**config.mk**
```make
export PLATFORM = sky130hd
export DESIGN_NAME = perf_counter_bank
export DESIGN_NICKNAME = d
export VERILOG_FILES = /design/src/rtl/perf_pkg.sv /design/src/rtl/perf_counter_chan.sv /design/src/rtl/perf_counter_bank.sv
export SDC_FILE = /design/constraint.sdc
export NUM_CORES = 1
export LEC_CHECK = 0
export CAP_MARGIN = 0
export CORE_MARGIN = 2
export CORE_UTILIZATION = 30
export DETAILED_ROUTE_END_ITERATION = 10
export HOLD_SLACK_MARGIN = 0.06
export PLACE_DENSITY = 0.45
export SYNTH_ARGS = -nofsm -noshare
export SYNTH_HDL_FRONTEND = slang
export SYNTH_SLANG_ARGS = --single-unit
```
**constraint.sdc**
```tcl
create_clock -name clk -period 1.9 [get_ports clk]
set_input_delay 0.38 -clock clk [delete_from_list [all_inputs] [get_ports clk]]
set_output_delay 0.38 -clock clk [all_outputs]
set_load 0.01 [all_outputs]
```
**src/rtl/perf_pkg.sv**
```systemverilog
// Shared constants for the performance-counter bank:
// register offsets, CMD bit positions and parameter limits.
package perf_pkg;

    localparam int MAX_CH    = 16;
    localparam int MAX_CNT_W = 32;

    localparam logic [7:0] OFF_CTRL   = 8'h00;
    localparam logic [7:0] OFF_CMD    = 8'h04;
    localparam logic [7:0] OFF_OVF    = 8'h08;
    localparam logic [7:0] OFF_IRQ_EN = 8'h0C;
    localparam logic [7:0] SNAP_BASE  = 8'h40;
    localparam logic [7:0] LIVE_BASE  = 8'h80;

    localparam int CMD_CLEAR = 0;
    localparam int CMD_SNAP  = 1;

endpackage

```
**src/rtl/perf_counter_chan.sv**
```systemverilog
// One counter channel: live count, snapshot shadow, sticky overflow.
// In: inc/clear/snap/load/load_val/ovf_clr  Out: count/shadow/ovf
module perf_counter_chan #(
    parameter int CNT_W = 32
) (
    input  logic             clk,
    input  logic             rst,
    input  logic             inc,
    input  logic             clear,
    input  logic             snap,
    input  logic             load,
    input  logic [CNT_W-1:0] load_val,
    input  logic             ovf_clr,
    output logic [CNT_W-1:0] count,
    output logic [CNT_W-1:0] shadow,
    output logic             ovf
);
    import perf_pkg::*;

    // An event only wraps when it is actually applied; clear and
    // preload both take priority and drop it.
    logic wrap;
    assign wrap = inc & ~clear & ~load & (&count);

    always_ff @(posedge clk or negedge rst) begin
        if (!rst) begin
            count  <= '0;
            shadow <= '0;
            ovf    <= 1'b0;
        end else begin
            if (snap)
                shadow <= count;
            if (clear)
                count <= '0;
            else if (load)
                count <= load_val;
            else if (inc)
                count <= count + 1'b1;
            if (wrap)
                ovf <= 1'b1;
            else if (ovf_clr)
                ovf <= 1'b0;
        end
    end

endmodule

```
**src/rtl/perf_counter_bank.sv**
```systemverilog
// Memory-mapped bank of NUM_CH event counters with snapshot and irq.
// Bus: addr/we/wdata/re -> rdata/rvalid (1-cycle); evt/stall in; irq out.
module perf_counter_bank #(
    parameter int NUM_CH = 4,
    parameter int CNT_W  = 32
) (
    input  logic              clk,
    input  logic              rst,
    input  logic              stall,
    input  logic [NUM_CH-1:0] evt,
    input  logic [7:0]        addr,
    input  logic              we,
    input  logic [31:0]       wdata,
    input  logic              re,
    output logic [31:0]       rdata,
    output logic              rvalid,
    output logic              irq
);
    import perf_pkg::*;

    if (NUM_CH < 1 || NUM_CH > MAX_CH) begin : gBadNumCh
        $error("perf_counter_bank: NUM_CH out of range");
    end
    if (CNT_W < 1 || CNT_W > MAX_CNT_W) begin : gBadCntW
        $error("perf_counter_bank: CNT_W out of range");
    end

    logic [NUM_CH-1:0] enable;
    logic [NUM_CH-1:0] stallGate;
    logic [NUM_CH-1:0] irqEn;
    logic [NUM_CH-1:0] ovf;
    logic [NUM_CH-1:0] inc;
    logic [NUM_CH-1:0] load;
    logic [NUM_CH-1:0] ovfClr;
    logic [NUM_CH-1:0] chHit;
    logic [CNT_W-1:0]  liveCnt [NUM_CH];
    logic [CNT_W-1:0]  snapCnt [NUM_CH];

    logic [7:0]  wordAddr;
    logic        isCtrl, isCmd, isOvf, isIrqEn, isSnap, isLive;
    logic        clearCmd, snapCmd;
    logic [31:0] rdNext;
    logic        unusedBits;

    assign unusedBits = ^{addr[1:0], wdata};

    assign wordAddr = {addr[7:2], 2'b00};
    assign isCtrl   = wordAddr == OFF_CTRL;
    assign isCmd    = wordAddr == OFF_CMD;
    assign isOvf    = wordAddr == OFF_OVF;
    assign isIrqEn  = wordAddr == OFF_IRQ_EN;
    assign isSnap   = wordAddr[7:6] == SNAP_BASE[7:6];
    assign isLive   = wordAddr[7:6] == LIVE_BASE[7:6];

    // Channel index from addr[5:2]; indices >= NUM_CH never hit.
    always_comb begin
        chHit = '0;
        for (int i = 0; i < NUM_CH; i++)
            chHit[i] = int'(addr[5:2]) == i;
    end

    assign clearCmd = we & isCmd & wdata[CMD_CLEAR];
    assign snapCmd  = we & isCmd & wdata[CMD_SNAP];
    assign ovfClr   = (we & isOvf) ? wdata[NUM_CH-1:0] : '0;
    assign load     = (we & isLive) ? chHit : '0;
    assign inc      = enable & evt & ~(stallGate & {NUM_CH{stall}});
    assign irq      = |(ovf & irqEn);

    for (genvar i = 0; i < NUM_CH; i++) begin : gChan
        perf_counter_chan #(.CNT_W(CNT_W)) uChan (
            .clk      (clk),
            .rst      (rst),
            .inc      (inc[i]),
            .clear    (clearCmd),
            .snap     (snapCmd),
            .load     (load[i]),
            .load_val (wdata[CNT_W-1:0]),
            .ovf_clr  (ovfClr[i]),
            .count    (liveCnt[i]),
            .shadow   (snapCnt[i]),
            .ovf      (ovf[i])
        );
    end

    always_ff @(posedge clk or negedge rst) begin
        if (!rst) begin
            enable    <= '0;
            stallGate <= '0;
            irqEn     <= '0;
        end else begin
            if (we && isCtrl) begin
                enable    <= wdata[NUM_CH-1:0];
                stallGate <= wdata[16 +: NUM_CH];
            end
            if (we && isIrqEn)
                irqEn <= wdata[NUM_CH-1:0];
        end
    end

    always_comb begin
        rdNext = '0;
        unique case (1'b1)
            isCtrl:  rdNext = {16'(stallGate), 16'(enable)};
            isOvf:   rdNext = 32'(ovf);
            isIrqEn: rdNext = 32'(irqEn);
            isSnap: begin
                for (int i = 0; i < NUM_CH; i++)
                    if (chHit[i]) rdNext = 32'(snapCnt[i]);
            end
            isLive: begin
                for (int i = 0; i < NUM_CH; i++)
                    if (chHit[i]) rdNext = 32'(liveCnt[i]);
            end
            default: rdNext = '0;
        endcase
    end

    // rdata samples pre-write state, so a same-cycle write is not seen.
    always_ff @(posedge clk or negedge rst) begin
        if (!rst) begin
            rdata  <= '0;
            rvalid <= 1'b0;
        end else begin
            rvalid <= re;
            if (re)
                rdata <= rdNext;
        end
    end

endmodule
```
### Word level (Yosys, flattened, before mapping)

Index checks and enable logic that the tools add are counted.

| word-level totals | value |
|---|---|
| register bits | 305 |
| input bits | 49 |
| logic and storage cells | 104 |

| operators by class | value |
|---|---|
| add/sub/neg operators | 4 |
| equality and inequality tests | 8 |
| multiplexer cells | 31 |
| bitwise gates (word level) | 27 |
| reduce and logical (&&, ||, !) cells | 17 |

Operators by type and width:

| kind | count |
|---|---|
| $mux 32 | 20 |
| $pmux 32 s5 | 1 |
| $add 32x1->32 const B | 4 |
| $reduce_and 32->1 | 4 |
| $and 1x1->1 | 17 |
| $and 4x4->4 | 4 |
| $eq 6x2->1 const B | 2 |
| $reduce_bool 3->1 | 4 |
| $eq 4x3->1 const B | 2 |
| $logic_not 8->1 | 1 |
| $mux 1 | 8 |
| $mux 4 | 2 |
| $reduce_bool 2->1 | 4 |
| $eq 6x1->1 const B | 1 |
| $not 1->1 | 5 |
| $eq 4x2->1 const B | 1 |
| $logic_not 4->1 | 1 |
| $not 4->4 | 1 |
| $reduce_or 4->1 | 1 |
| $eq 2x1->1 const B | 1 |
| $eq 2x2->1 const B | 1 |
| $logic_and 1x1->1 | 2 |

### Logic depth before layout (Yosys ltp)

| logic depth | value |
|---|---|
| depth after elaboration | 8 |
| gate-level depth with buffers | 9 |
| mapped depth without buffers | 7 |

### By module

Synthesis repeated with hierarchy kept, for this count alone.

| second synthesis, totals | value |
|---|---|
| cells, all modules | 1,750 |
| area total of the unflattened synthesis | 18,024.8 um2 |

Modules (own cells, without submodules):

| module | times used | cells each | area each (um2) | seq. area each (um2) |
|---|---|---|---|---|
| perf_counter_chan | 4 | 329 | 3,367.0 | 1,626.6 |
| perf_counter_bank | 1 | 434 | 4,556.9 | 1,126.1 |

### Least setup slack after synthesis

Ideal clock, no wire load.

| path | value |
|---|---|
| path type | reg2reg |
| from | register gChan[2].uChan.count[0] |
| to | register gChan[2].uChan.count[26] |
| data arrival time | 1,834 ps |
| path slack | -71 ps |
| stages on the path, launching flop included | 8 |
| path buffers | 1 |
| clock period less this slack | 1,971 ps |
| cell sequence | dfrtp_1 -> ha_1 -> inv_1 -> or4_4 -> buf_4 -> nor4_1 -> xnor2_1 -> a21oi_1 |

| on the way | value |
|---|---|
| word-level cells in the longest chain between the ends | 4 |

Ends and longest elaborated chain:

| what | line | text |
|---|---|---|
| start: declaration | perf_counter_chan.sv:14 | `output logic [CNT_W-1:0] count,` |
| start signal: assignment | perf_counter_chan.sv:36 | `count <= load_val;` |
| start signal: assignment | perf_counter_chan.sv:38 | `count <= count + 1'b1;` |
| $add 32x1->32 | perf_counter_chan.sv:38 |  |
| $mux 32 | perf_counter_chan.sv:37 | `else if (inc)` |
| $mux 32 | perf_counter_chan.sv:35 | `else if (load)` |
| $mux 32 | perf_counter_chan.sv:33 | `if (clear)` |

No other way between the ends. The select of a mux whose other input is x is not followed.
A chain may end at the register's enable or synchronous reset.

### Worst setup path after layout

| path | value |
|---|---|
| from | register stallGate[2] |
| to | register gChan[2].uChan.count[24] |

| on the way | value |
|---|---|
| word-level cells in the longest chain between the ends | 4 |

Ends and longest elaborated chain:

| what | line | text |
|---|---|---|
| start: declaration | perf_counter_bank.sv:29 | `logic [NUM_CH-1:0] stallGate;` |
| start signal: assignment | perf_counter_bank.sv:93 | `stallGate <= wdata[16 +: NUM_CH];` |
| $and 4x4->4 | perf_counter_bank.sv:66 | `assign inc = enable & evt & ~(stallGate & {NUM_CH{stall}});` |
| $not 4->4 | perf_counter_bank.sv:66 |  |
| $and 4x4->4 | perf_counter_bank.sv:66 |  |
| $reduce_bool 3->1 (no source line) | n/a |  |

No other way between the ends.

==> flow_summary.json <==
{
  "clk_pin_slew_ns": 0.06,
  "worst_setup_path_end_kind": "flop",
  "vias_per_cell": 5.22,
  "relSlewSlack_pct": 67.0,
  "die_width_um": 240,
  "synthArstFlopShare_pct": 100,
  "synthDistinctLibCells": 57,
  "dpl_cell_area_um2": 20500,
  "arrival_ns": 2.45,
  "dp_hpwl_um": 42400,
  "synth_top_area_cell": "dfrtp_1",
  "yosysWarnings": 0,
  "drt_iter0_markers": 909,
  "syn_area_um2": 16700,
  "wl_um": 58300,
  "place_congestion": 0.838,
  "criticalPathCategory": "reg -> reg",
  "clk_latency_ns": 0.56,
  "dr.pass1.iters": 5,
  "required_ns": 2.34,
  "die_height_um": 240,
  "final_util_pct": 40.3,
  "final_nets": 1960,
  "fin_area_um2": 22200,
  "synthCells": 1612,
  "synth_ff_type": "dfrtp_1",
  "syn_nets": 1668,
  "fp.coreArea_um2": 55100,
  "fin_crit_sh_pct": 106,
  "grt_pass1_vias": 14200,
  "drc": 0,
  "overflow": 0,
  "tightest_slew_ns": 0.494,
  "cts-root-buf": "clkbuf_16",
  "vdd_ir_drop_max_mv": 0.498,
  "synth_edf_count": 0,
  "rsz0062_at_grt": "true",
  "max_freq_ghz": 0.498,
  "boundaryPins": 83,
  "setup_ws_ns": -0.110,
  "yosysMostFrequentCell": "dfrtp_1",
  "final_cells": 2679,
  "outcome": "finished with violations",
  "synth_common_cells": "305 x dfrtp_1, 256 x mux2_2, 108 x o21ai_0",
  "synthToLayoutAreaGrowth_pct": 32.7,
  "dp.cells": 2599,
  "power_density_nw_per_um2": 889,
  "clockBufferDepth": 3,
  "port_buffers": 80,
  "rows": 86,
  "grt.total_usage_pct": 20.3,
  "ant_nets": 0,
  "synth_top_cell_area_share_pct": 45.6,
  "grt_use_met3_pct": 2.26,
  "synth.yosys.seq_area_share_pct": 45.6,
  "cts_tree": "built",
  "dp_slack_ns": -0.645,
  "vias": 14000,
  "cts_made_buffers": 39,
  "power.leakage_nw": 9.82,
  "dieArea_um2": 57700,
  "synth_area_leaders": "dfrtp_1 46%, mux2_2 17%, o22ai_1 3.7%",
  "syn_avg_cell_area_um2": 10.4,
  "wl_per_cell_um": 21.8,
  "grt_max_degree": 72,
  "ys_ff_latch": 305,
  "violations": "negative setup slack",
  "start_util_pct": 30.4,
  "min-delay-path-class": "in -> async",
  "grt-busiest-layer": "met2",
  "met1_usage_pct": 27.9,
  "min_period_ns": 2.01,
  "final_max_slew_viol_count": 0,
  "cp_max_fo": 8,
  "setup_viol": 3,
  "drive_gt1_share_pct": 35.5,
  "antenna_found_initial": 1,
  "fill_cells": 5481,
  "met2_usage_pct": 33.4,
  "htree_levels": 2,
  "fin_worst_skew_ns": 0.0179,
  "rr_worst_depth": 6,
  "grt_pass1_wl_um": 88100,
  "critPathLaunchType": "flop",
  "hold_violations": 0,
  "drv_cap": 0,
  "cts.sinks": 305
}
[critical path, cell delays in order (launching register included)]
cell     delay, ns
dfrtp_1       0.40
and2_4        0.15
or4_4         0.65
buf_4         0.20
nor4_4        0.25
xnor2_1       0.14
a21oi_1       0.08
[sequential cells by signal, summed over array words and instances, names as in the netlist]
name	cells
gChan.uChan.shadow	128
gChan.uChan.count	128
rvalid	1
rdata	32
gChan.uChan.ovf	4
irqEn	4
stallGate	4
enable	4
[placed cells by master, fill, tap and decap left out, drive strengths merged, types with 19 or more instances in the layout]
cell	netlist	routed
nand2	76	76
a211oi	40	40
dfrtp	305	305
clkdlybuf4s50	0	71
nor3	24	24
nand4	50	50
and3	19	19
xor2	62	62
nand3	74	74
nor4	29	29
inv	43	44
clkbuf	81	63
buf	43	298
o21ai	108	108
nor2	58	58
mux2	256	256
xnor2	54	54
o22ai	98	98
a21oi	92	92
[kinds of logic (layout without fill, tap and decap cells)]
| family | Yosys count | count (layout) | share of synthesized area, % |
|---|---|---|---|
| AND/OR/NAND/NOR | 382 | 382 | 12.7 |
| AO/OA/AOI/OAI | 369 | 369 | 13.0 |
| flip-flops | 305 | 305 | 45.6 |
| multiplexers | 266 | 266 | 18.0 |
| buffers and inverters | 167 | 485 | 4.05 |
| XOR/XNOR | 116 | 116 | 6.07 |
| adder cells (fa/ha/maj) | 7 | 7 | 0.523 |
| other | 0 | 1 | 0 |
[power breakdown]
| part | switching [mW] | internal [mW] | leakage, nW | total, mW |
|---|---|---|---|---|
| Combinational | 2.28 | 2.34 | 5.17 | 4.62 |
| Clock | 2.91 | 4.23 | 0.586 | 7.14 |
| Sequential | 0.647 | 7.33 | 4.07 | 7.98 |
[final cells by class]
class | instances | area [um2] | share of cell area [%]
timing repair buffer | 375 | 3470 | 15.6
sequential | 305 | 7630 | 34.4
antenna | 1 | 2.50 | 0.0113
clock inverter | 5 | 53.8 | 0.242
tap | 748 | 936 | 4.22
multi-input combinational | 1140 | 8800 | 39.6
inverter | 43 | 161 | 0.727
clock buffer | 62 | 1140 | 5.15
[routing by layer]
layer  wire (um)  part of all wire, %
met5           0                    0
met4        1520                  2.6
met3        2230                  3.8
met2       27500                   47
met1       27100                   46
[final timing paths]
path | endpoint | startpoint | slack [ns]
max | gChan[2].uChan.count[24] | stallGate[2] | -0.11
min in group clk | rvalid | re | 0.41
min reg2reg | gChan[0].uChan.shadow[13] | gChan[0].uChan.shadow[13] | 0.50
max in group asynchronous | gChan[3].uChan.count[9] | rst | 0.88
min | rdata[15] | rst | 0.29
max reg2reg | gChan[2].uChan.count[24] | stallGate[2] | -0.11
[repair_timing]
action | CTS | global route
hold endpoints to repair | 133 | 0
setup endpoints to repair | 35 | 76
gates cloned | 0 | 1
buffers inserted | 3 | 7
hold buffers | 1 | 0
gates resized for setup | 20 | 65
pin swaps | 5 | 30
[per-stage QoR]
step           TNS [ns]  total power, mW  hold slack, ns
2_1_floorplan    -0.506             10.2          0.0844
3_3_place_gp    -127.53             12.5           0.272
3_5_place_dp    -129.92             12.6           0.275
4_1_cts          -0.166             19.9           0.263
5_1_grt           -1.03             20.7           0.292
6_report         -0.215             19.7           0.289
Power figures use the tool's default switching activity.
